$ cat src/rtl/nv_nvdla_mcif_write_eg_gen_if.sv
// AXI write-response (B) channel bundle between the NoC and the MCIF egress.
interface nv_nvdla_mcif_write_eg_gen_if #(
    parameter int unsigned AXID_W = 8
);
    logic              noc2mcif_axi_b_bvalid;
    logic              noc2mcif_axi_b_bready;
    logic [AXID_W-1:0] noc2mcif_axi_b_bid;
    logic [1:0]        noc2mcif_axi_b_bresp;

    modport master (
        output noc2mcif_axi_b_bvalid,
        output noc2mcif_axi_b_bid,
        output noc2mcif_axi_b_bresp,
        input  noc2mcif_axi_b_bready
    );

    modport slave (
        input  noc2mcif_axi_b_bvalid,
        input  noc2mcif_axi_b_bid,
        input  noc2mcif_axi_b_bresp,
        output noc2mcif_axi_b_bready
    );
endinterface

$ cat src/rtl/nv_nvdla_mcif_write_eg_gen.sv
// MCIF write-response egress: 2-entry B-channel skid buffer, per-client context
// match, registered completion / credit-return pulses and sticky error flags.
module nv_nvdla_mcif_write_eg_gen #(
    parameter int unsigned NUM_CLIENTS = 5,
    parameter int unsigned AXID_W      = 8,
    parameter int unsigned LEN_W       = 2
) (
    input  logic                             nvdla_core_clk,
    input  logic                             nvdla_core_rstn,
    nv_nvdla_mcif_write_eg_gen_if.slave      b_if,
    input  logic [NUM_CLIENTS-1:0]           cq_rd_pvld,
    output logic [NUM_CLIENTS-1:0]           cq_rd_prdy,
    input  logic [NUM_CLIENTS*(LEN_W+1)-1:0] cq_rd_pd,
    output logic [NUM_CLIENTS-1:0]           mcif2client_wr_rsp_complete,
    output logic                             eg2ig_axi_vld,
    output logic [LEN_W-1:0]                 eg2ig_axi_len,
    output logic [NUM_CLIENTS-1:0]           wr_rsp_err,
    input  logic [NUM_CLIENTS-1:0]           wr_rsp_err_clr,
    output logic                             wr_rsp_badid
);

    typedef enum logic [1:0] {
        SK_EMPTY = 2'd0,
        SK_ONE   = 2'd1,
        SK_FULL  = 2'd2
    } skid_e;

    // Buffer entry: {client id[2:0], bresp[1:0]}; entry 0 is always the head.
    skid_e              state_q, state_d;
    logic [4:0]         ent0_q, ent0_d;
    logic [4:0]         ent1_q, ent1_d;
    logic               bready_q, bready_d;

    logic [NUM_CLIENTS-1:0] cmp_q, cmp_d;
    logic                   vld_q, vld_d;
    logic [LEN_W-1:0]       len_q, len_d;
    logic [NUM_CLIENTS-1:0] err_q, err_d;
    logic                   bad_q, bad_d;

    logic                   head_vld;
    logic [2:0]             hid;
    logic [1:0]             hresp;
    logic [NUM_CLIENTS-1:0] sel;
    logic [LEN_W:0]         hentry;
    logic                   in_range;
    logic                   push;
    logic                   pop;
    logic [4:0]             in_ent;
    logic                   bid_unused;

    assign bid_unused = ^b_if.noc2mcif_axi_b_bid;
    assign in_ent     = {b_if.noc2mcif_axi_b_bid[2:0], b_if.noc2mcif_axi_b_bresp};

    always_ff @(posedge nvdla_core_clk or negedge nvdla_core_rstn) begin
        if (!nvdla_core_rstn) begin
            state_q  <= SK_EMPTY;
            ent0_q   <= '0;
            ent1_q   <= '0;
            bready_q <= 1'b0;
            cmp_q    <= '0;
            vld_q    <= 1'b0;
            len_q    <= '0;
            err_q    <= '0;
            bad_q    <= 1'b0;
        end else begin
            state_q  <= state_d;
            ent0_q   <= ent0_d;
            ent1_q   <= ent1_d;
            bready_q <= bready_d;
            cmp_q    <= cmp_d;
            vld_q    <= vld_d;
            len_q    <= len_d;
            err_q    <= err_d;
            bad_q    <= bad_d;
        end
    end

    always_comb begin
        head_vld   = (state_q != SK_EMPTY);
        hid        = ent0_q[4:2];
        hresp      = ent0_q[1:0];
        sel        = '0;
        hentry     = '0;
        for (int unsigned i = 0; i < NUM_CLIENTS; i++) begin
            if (hid == 3'(i)) begin
                sel[i] = 1'b1;
                hentry = cq_rd_pd[i*(LEN_W+1) +: (LEN_W+1)];
            end
        end
        in_range   = |sel;
        cq_rd_prdy = head_vld ? (sel & cq_rd_pvld) : '0;
        // Out-of-range heads drain unconditionally so they cannot block the buffer.
        pop        = head_vld & (~in_range | (|(sel & cq_rd_pvld)));
        push       = b_if.noc2mcif_axi_b_bvalid & bready_q;

        state_d = state_q;
        ent0_d  = ent0_q;
        ent1_d  = ent1_q;
        unique case (state_q)
            SK_EMPTY: begin
                if (push) begin
                    ent0_d  = in_ent;
                    state_d = SK_ONE;
                end
            end
            SK_ONE: begin
                if (push && pop) begin
                    ent0_d = in_ent;
                end else if (push) begin
                    ent1_d  = in_ent;
                    state_d = SK_FULL;
                end else if (pop) begin
                    state_d = SK_EMPTY;
                end
            end
            SK_FULL: begin
                if (pop) begin
                    ent0_d  = ent1_q;
                    state_d = SK_ONE;
                end
            end
            default: state_d = SK_EMPTY;
        endcase
        bready_d = (state_d != SK_FULL);

        vld_d = pop & in_range;
        cmp_d = (vld_d && hentry[0]) ? sel : '0;
        len_d = vld_d ? hentry[LEN_W:1] : '0;
        // Set takes priority over a same-cycle clear.
        err_d = (err_q & ~wr_rsp_err_clr) | ((vld_d && (hresp != 2'b00)) ? sel : '0);
        bad_d = bad_q | (pop & ~in_range);
    end

    assign b_if.noc2mcif_axi_b_bready = bready_q;
    assign mcif2client_wr_rsp_complete = cmp_q;
    assign eg2ig_axi_vld               = vld_q;
    assign eg2ig_axi_len               = len_q;
    assign wr_rsp_err                  = err_q;
    assign wr_rsp_badid                = bad_q;

endmodule

$ cat src/flat_wrapper.sv
// flat-port wrapper written by rule: the top's interface ports become plain ports
module nv_nvdla_mcif_write_eg_gen_flat 
#(
    parameter int unsigned NUM_CLIENTS = 5,
    parameter int unsigned AXID_W      = 8,
    parameter int unsigned LEN_W       = 2
)
  (nvdla_core_clk, nvdla_core_rstn, cq_rd_pvld, cq_rd_prdy, cq_rd_pd, mcif2client_wr_rsp_complete, eg2ig_axi_vld, eg2ig_axi_len, wr_rsp_err, wr_rsp_err_clr, wr_rsp_badid, b_if_noc2mcif_axi_b_bvalid, b_if_noc2mcif_axi_b_bid, b_if_noc2mcif_axi_b_bresp, b_if_noc2mcif_axi_b_bready);
  nv_nvdla_mcif_write_eg_gen_if #(.AXID_W(AXID_W)) b_if_i ();
  input  logic nvdla_core_clk;
  input  logic nvdla_core_rstn;
  input  logic [NUM_CLIENTS-1:0] cq_rd_pvld;
  output logic [NUM_CLIENTS-1:0] cq_rd_prdy;
  input  logic [NUM_CLIENTS*(LEN_W+1)-1:0] cq_rd_pd;
  output logic [NUM_CLIENTS-1:0] mcif2client_wr_rsp_complete;
  output logic eg2ig_axi_vld;
  output logic [LEN_W-1:0] eg2ig_axi_len;
  output logic [NUM_CLIENTS-1:0] wr_rsp_err;
  input  logic [NUM_CLIENTS-1:0] wr_rsp_err_clr;
  output logic wr_rsp_badid;
  input wire logic [$bits(b_if_i.noc2mcif_axi_b_bvalid)-1:0] b_if_noc2mcif_axi_b_bvalid;
  input wire logic [$bits(b_if_i.noc2mcif_axi_b_bid)-1:0] b_if_noc2mcif_axi_b_bid;
  input wire logic [$bits(b_if_i.noc2mcif_axi_b_bresp)-1:0] b_if_noc2mcif_axi_b_bresp;
  output wire logic [$bits(b_if_i.noc2mcif_axi_b_bready)-1:0] b_if_noc2mcif_axi_b_bready;
  assign b_if_i.noc2mcif_axi_b_bvalid = b_if_noc2mcif_axi_b_bvalid;
  assign b_if_i.noc2mcif_axi_b_bid = b_if_noc2mcif_axi_b_bid;
  assign b_if_i.noc2mcif_axi_b_bresp = b_if_noc2mcif_axi_b_bresp;
  assign b_if_noc2mcif_axi_b_bready = b_if_i.noc2mcif_axi_b_bready;
  nv_nvdla_mcif_write_eg_gen #(.NUM_CLIENTS(NUM_CLIENTS), .AXID_W(AXID_W), .LEN_W(LEN_W)) u_core (.nvdla_core_clk(nvdla_core_clk), .nvdla_core_rstn(nvdla_core_rstn), .b_if(b_if_i), .cq_rd_pvld(cq_rd_pvld), .cq_rd_prdy(cq_rd_prdy), .cq_rd_pd(cq_rd_pd), .mcif2client_wr_rsp_complete(mcif2client_wr_rsp_complete), .eg2ig_axi_vld(eg2ig_axi_vld), .eg2ig_axi_len(eg2ig_axi_len), .wr_rsp_err(wr_rsp_err), .wr_rsp_err_clr(wr_rsp_err_clr), .wr_rsp_badid(wr_rsp_badid));
endmodule
$ cat config.mk
export PLATFORM = sky130hd
export DESIGN_NAME = nv_nvdla_mcif_write_eg_gen_flat
export DESIGN_NICKNAME = d
export VERILOG_FILES = /design/src/rtl/nv_nvdla_mcif_write_eg_gen_if.sv /design/src/rtl/nv_nvdla_mcif_write_eg_gen.sv /design/src/flat_wrapper.sv
export SDC_FILE = /design/constraint.sdc
export NUM_CORES = 1
export LEC_CHECK = 0
export CORE_MARGIN = 5
export CORE_UTILIZATION = 46
export CTS_CLUSTER_SIZE = 16
export DETAILED_ROUTE_END_ITERATION = 6
export PLACE_DENSITY = 0.91
export SETUP_SLACK_MARGIN = 0.5
export SLEW_MARGIN = 5
export SYNTH_ARGS = -nofsm -noshare
export SYNTH_HDL_FRONTEND = slang
export SYNTH_SLANG_ARGS = --single-unit
$ cat constraint.sdc
create_clock -name nvdla_core_clk -period 4 [get_ports nvdla_core_clk]
set_clock_uncertainty 0.15 [all_clocks]
set_input_delay 0.8 -clock nvdla_core_clk [delete_from_list [all_inputs] [get_ports nvdla_core_clk]]
set_output_delay 0.8 -clock nvdla_core_clk [all_outputs]
set_load 0.01 [all_outputs]
==> results of run 1 <==
==> final cells by class <==
class | count | area, um2 | area share, %
inverters | 11 | 41.3 | 2.09
flip-flops and latches | 27 | 676 | 34.1
multi-input cells | 94 | 672 | 33.9
well taps | 33 | 41.3 | 2.09
repair buffers | 53 | 523 | 26.4
clock buffers | 4 | 26.3 | 1.33
==> critical path, cell delays in order <==
cell and delay (ps):
clkdlybuf4s50_1 530, o21ai_0 120, nor4_1 240, clkdlybuf4s50_1 610
==> per-stage QoR <==
step                      worst slack, ps  cells  util [%]  hold slack (ps)
after global placement                820    218      65.2              329
after CTS                             757    222      66.1              354
after floorplan                      1730    137         -              332
final                                 756    222      65.9              322
after detailed placement              761    218      65.2              323
after global routing                  714    222      65.9              366
==> cell usage in the layout (no fill, tap or decap), drive strengths merged, types with 3 or more instances in the layout <==
| master | synthesis | routed |
|---|---|---|
| inv | 11 | 11 |
| a31oi | 6 | 6 |
| a21oi | 3 | 3 |
| o21ai | 5 | 5 |
| clkdlybuf4s50 | 0 | 51 |
| o22ai | 4 | 4 |
| nor2 | 14 | 14 |
| dfrtp | 27 | 27 |
| nand2b | 4 | 4 |
| nand2 | 18 | 18 |
| nand4 | 5 | 5 |
| nor3b | 4 | 4 |
| mux2 | 7 | 7 |
| clkbuf | 1 | 4 |
==> logic make-up after synthesis <==
group                  after synthesis  synth area share [%]
AOI/OAI and AO/OA                   27                  14.9
buffers and inverters               16                  5.03
DFF                                 27                  47.6
muxes                                9                  10.1
and+or+nand+nor                     58                  22.4
==> cells in the mapped netlist <==
master | number | area [um2]
dfrtp_1 | 27 | 676
nand2_1 | 18 | 67.6
nor2_1 | 13 | 48.8
inv_1 | 11 | 41.3
a31oi_1 | 6 | 37.5
mux2_4 | 5 | 75.1
nand4_1 | 5 | 31.3
nand2b_1 | 4 | 25.0
nor3b_1 | 4 | 30.0
o21ai_0 | 4 | 20.0
o22ai_1 | 4 | 25.0
buf_2 | 3 | 15.0
a21oi_1 | 2 | 10.0
a22oi_1 | 2 | 15.0
and3b_1 | 2 | 17.5
mux2_2 | 2 | 22.5
mux4_2 | 2 | 45.0
nand3_1 | 2 | 10.0
nand3b_1 | 2 | 15.0
nor2b_1 | 2 | 12.5
nor4_1 | 2 | 12.5
o211ai_1 | 2 | 15.0
a21o_1 | 1 | 7.51
a21oi_4 | 1 | 16.3
and2b_1 | 1 | 7.51
and3_1 | 1 | 6.26
buf_6 | 1 | 11.3
clkbuf_1 | 1 | 3.75
nor2_8 | 1 | 20.0
o21ai_4 | 1 | 16.3
o21bai_1 | 1 | 7.51
o221a_2 | 1 | 11.3
o31ai_4 | 1 | 21.3
o41ai_1 | 1 | 8.76
or4b_4 | 1 | 13.8
==> sequential cells by signal, summed over array words and instances, names as in the netlist <==
name	flops
u_core.ent0_q	5
u_core.mcif2client_wr_rsp_complete	5
u_core.ent1_q	5
u_core.eg2ig_axi_len	2
u_core.wr_rsp_err	5
u_core.state_q	2
u_core.wr_rsp_badid	1
u_core.b_if.noc2mcif_axi_b_bready	1
u_core.eg2ig_axi_vld	1
==> path summary, 6_finish.rpt <==
check	depth (start not counted)	to
max	4	cq_rd_prdy[0]
min	1	u_core.wr_rsp_err[3]
max reg2reg	5	u_core.wr_rsp_err[0]
min reg2reg	1	u_core.wr_rsp_badid
max in group asynchronous	1	u_core.ent1_q[0]
min in group nvdla_core_clk	1	u_core.wr_rsp_badid
==> report_power, final <==
part	total [uW]	leakage (uW)	switching (uW)	internal, uW
Clock	112	0.0000150	73.2	38.9
Combinational	456	0.000507	233	223
Sequential	434	0.000336	92.9	341
==> per-layer routing <==
layer	global-route usage (%)	wire length, um
met3	5.13	356
met5	0	0
met1	22.3	1530
met4	5.70	29
met2	30.8	1780
==> impl_results.md, run 1 <==
* Initial antenna violation count at 0
* Worst reg-to-reg setup slack at 1640 ps
* Drt via density at 5.68
* Wire length per cell at 16.6 um
* First-pass GRT wire length at 6060 um
* PortBufs at 52
* WS Path Type: input pin to output pin
* Hold Crit Class: input pin to async pin
* Die Y at about 66 um
* Clock tree from TritonCTS: yes
* First-pass DRT Iterations at 4
* Total number of vias at 1,262
* Largest net degree at the start of global routing at 28
* Post-DRT Antenna Nets at 0
* Yosys warns at 0
* Dpl hpwl at roughly 3000 um
* Leakage power at 0.000857 uW
* RSZ-0062 raised after global routing: no
* Max Slew Vio Count at 0
* Clock sinks at 27
* Post-Layout Inst Area at a little under 2000 um2
* Final worst-path cycle share at 81.1%
* FF-to-FF Start: u_core.ent0_q[3]
* Layout cells sized above 1 at 10.6%
* Final setup violation count at 0
* Site Rows at 20
* Core area at between 3000 and 4000 um2
* Endpoints failing hold at 0
* CP Launch Point: cq_rd_pvld[0]
* Setup Total Neg Slack at 0 ps
* Synthesized area at 1420 um2
* Post-synthesis sequential area ratio at 47.6%
* Crit-path max FO at 2
* Die boundary width at 65.5 um
* Fmax at between 300 and 400 MHz
* Cell count after synthesis at approximately 140
* Measured slew at the worst slew-check pin at 609 ps
* Final wirelength at 3690 um
* Max Cap Viol at 0
* Ports at 58
* Avg Cell Area, Syn at 10.4 um2
* Yosys reg bits at 27
* Critical path required time at 3050 ps
* Area grow syn2layout at 39.5%
* Antenna cells at 0
* Yosys cell types at 35
* Cts bufs inserted at 3
* Status: complete, no violations
* Fin nets at 228
* Reg clk slew, reported paths at 140 ps
* Number of global-route vias before repair at 1,286
* H-Tree Depth at 1
* PostCTS Resize Cnt at 0
* Clk_lat worst skew at 310 ps
* Post-Place Cell Area at about 2000 um2
* DRT iter0 DRCs at 67
* Remaining global-route overflow at 0
* Crit. End Element: output pin
* Worst Path Arrival at 2290 ps
* Die area at 4300 um2
* Root Driver: clkbuf_4
* RePlAce Congestion at 0.835
* CP Launch Type: input pin
* Rel. slew slack at 59.4%
* Fin crit period at 3240 ps
* CTS max path bufs at 2
* PwrDens at ~500 nW/um2
* Tot GR Track Use at around 18%
* DR DRC count at 0
* Worst vdd ir at approximately 0.00026 V
* Syn_nets at 175
* Layout filler cell count at 226
* Hold_buf cts at 0
* Initial Util at 47.3%
* Post-CTS Setup Bufs at 0
* Total Power at 1000 uW
(Power assumes the default switching activity.)
==> run 2: changes to the inputs <==
CORE_UTILIZATION = 42   (was 46)
PLACE_DENSITY = 0.84   (was 0.91)
clock period = 3.1 ns   (was 4 ns; I/O delays follow)
==> impl_results.md, run 2 (synthesis gave the netlist of run 1 again) <==
* Comb pwr share at 50.6% (was 45.5%)
* Rel. slew slack at 65.4% (was 59.4%)
* Drt via density at 5.30 (was 5.68)
* Worst reg-to-reg setup slack at 760 ps (was 1640 ps)
* Crit. End Element: output pin (unchanged)
* Commonest non-fill, non-tap cell in the layout: clkdlybuf4s50_1 (unchanged)
* Global Route met3 Usage at 4.27% (was 5.13%)
* Largest net degree at the start of global routing at 28 (unchanged)
* Die boundary width at 68.1 um (was 65.5 um)
* Clock tree from TritonCTS: yes (unchanged)
* Leakage power at 0.000934 uW (was 0.000857 uW)
* Clk_lat worst skew at 330 ps (was 310 ps)
* Power share of the clock group at 11.2% (about the same)
* Status: complete, no violations (unchanged)
* Cts bufs inserted at 3 (unchanged)
* Hold_ws at 350 ps (was 322 ps)
* First-pass DRT Iterations at 4 (unchanged)
* Core area at 3310 um2 (was 3000 um2)
* FF+latch area at 679 um2 (was 676 um2)
* WS Path Type: register to output pin (was input pin to output pin)
* DRT iter0 DRCs at 86 (was 67)
* H-Tree Depth at 1 (unchanged)
* Layout filler cell count at 287 (was 226)
* DR DRC count at 0 (unchanged)
* Final wirelength at 3940 um (was 3690 um)
* Initial Util at 42.9% (was 47.3%)
* Final worst-path cycle share at between 80% and 90%
* Measured slew at the worst slew-check pin at 518 ps (was 609 ps)
* Total number of vias at 1,292 (was 1,262)
* Die Y at 68.1 um (was 65.5 um)
* Worst Path Arrival at 1860 ps (was 2290 ps)
* Wire length per cell at 16.2 um (was 16.6 um)
* Hold_sp: u_core.wr_rsp_badid
* P_sw at 546 uW (was 399 uW)
* Final setup violation count at 0 (unchanged)
* FF-to-FF Start: u_core.ent0_q[4] (was u_core.ent0_q[3])
* Die area at 4640 um2 (was 4300 um2)
* Reg2Reg Depth at 7 (was 5)
* First-pass GRT wire length at 6220 um (was 6060 um)
* Max Cap Viol at 0 (unchanged)
* Worst vdd ir at 0.000324 V (was 0.000261 V)
* Worst Hold Path Cells at 1
* Max Slew Vio Count at 0 (unchanged)
* Critical path required time at 2330 ps (was 3050 ps)
* RSZ-0062 raised after global routing: yes (was no)
* Reg clk slew, reported paths at 150 ps (was 140 ps)
* PortBufs at 52 (unchanged)
* PwrDens at 661 nW/um2 (was 506 nW/um2)
* Fin crit period at between 2000 and 3000 ps
* Tot GR Track Use at 17.7% (was 18.2%)
* CP Launch Type: register (was input pin)
* Number of global-route vias before repair at 1,349 (was 1,286)
* Most frequent cells in the layout: clkdlybuf4s50_1, dfrtp_1, nand2_1 (unchanged)
* Dpl hpwl at 2930 um (was 2960 um)
* Root Driver: clkbuf_4 (unchanged)
* Endpoints failing hold at 0 (unchanged)
* Seq pwr share at 38.3% (was 43.3%)
* CTS max path bufs at 2 (unchanged)
* Ports at 58 (unchanged)
* Post-DRT Antenna Nets at 0 (unchanged)
* Remaining global-route overflow at 0 (unchanged)
* Site Rows at 21 (was 20)
* Clock sinks at 27 (unchanged)
* Area grow syn2layout at 46.9% (was 39.5%)
* GRT Max-Usage Layer: met2 (unchanged)
* Hold EP: u_core.wr_rsp_badid
* Initial antenna violation count at 0 (unchanged)
* Area of the multi-input gates at 684 um2 (was 672 um2)
* Met2 capacity usage during global routing at 31.5% (was 30.8%)
* Layout cells sized above 1 at 17.7% (was 10.6%)
* Antenna cells at 0 (unchanged)
* Fin nets at 237 (was 228)
* Setup Total Neg Slack at 0 ps (unchanged)
* Switching part of the total power at 39.7% (was 39.9%)
* Crit-path max FO at 5 (was 2)
* Internal power at 831 uW (was 603 uW)
* Fmax at 381 MHz
* RePlAce Congestion at 0.854 (was 0.835)
* Hold Crit Class: register to register (was input pin to async pin)
* Grt met1 use at 20.7% (was 22.3%)
* Reg2reg end: u_core.wr_rsp_err[0] (unchanged)
-- run 2: what timing repair did --
action | in CTS | in global routing
gates resized for setup | 7 | 3
pin swaps | 0 | 0
setup endpoints to repair | 5 | 2
setup buffers | 6 | 2
hold buffers | 0 | 0
-- run 2: per-stage QoR --
stage | instances | utilization (%) | worst slack (ps) | power, uW | instance area [um2]
floorplan | 137 | - | 1010 | 965 | 1420
global placement | 232 | 59.9 | 297 | 1120 | 1980
detailed placement | 232 | 59.9 | 292 | 1140 | 1980
CTS | 242 | 62.1 | 410 | 1360 | 2060
global route | 244 | 63.0 | 378 | 1470 | 2080
finish | 244 | 63.0 | 472 | 1380 | 2080
-- run 2: power by group through the flow --
stage	registers, uW	clock network, uW	logic, uW
after global placement	556	0	566
after floorplan	494	0	471
after CTS	521	160	674
after detailed placement	563	0	582
final	527	154	697
after global routing	541	174	759
-- run 2: worst max path at each step --
stage | slack [ps] | depth (start not counted) | end | from
CTS | 410 | 4 | cq_rd_prdy[2] | u_core.ent0_q[4]
global route | 380 | 3 | cq_rd_prdy[4] | u_core.state_q[0]
floorplan | 1010 | 5 | u_core.ent1_q[0] | cq_rd_pvld[4]
detailed placement | 290 | 4 | cq_rd_prdy[0] | cq_rd_pvld[0]
finish | 470 | 4 | cq_rd_prdy[4] | u_core.ent0_q[4]
global placement | 300 | 4 | cq_rd_prdy[0] | cq_rd_pvld[0]
-- run 2: final cells by class --
type                       instances  area share [%]
tap                               46            2.76
clock inverter                     1           0.240
multi-input combinational         94            32.8
timing repair buffer              62            28.5
clock buffer                       3            1.08
sequential                        27            32.6
inverter                          11            1.98
-- run 2: critical path: stages (launching register included) --
cell and delay [ps]:
dfrtp_2 450, buf_4 130, nor3b_2 200, and3b_1 210, clkdlybuf4s50_1 540
-- run 2: layer usage --
metal,up-vias,part of all wire (%),routed length [um]
met4,0,1.1,44
met1,604,40,1560
met5,-,0,0
met2,70,50,1950
li1,609,-,-
met3,9,9.7,381
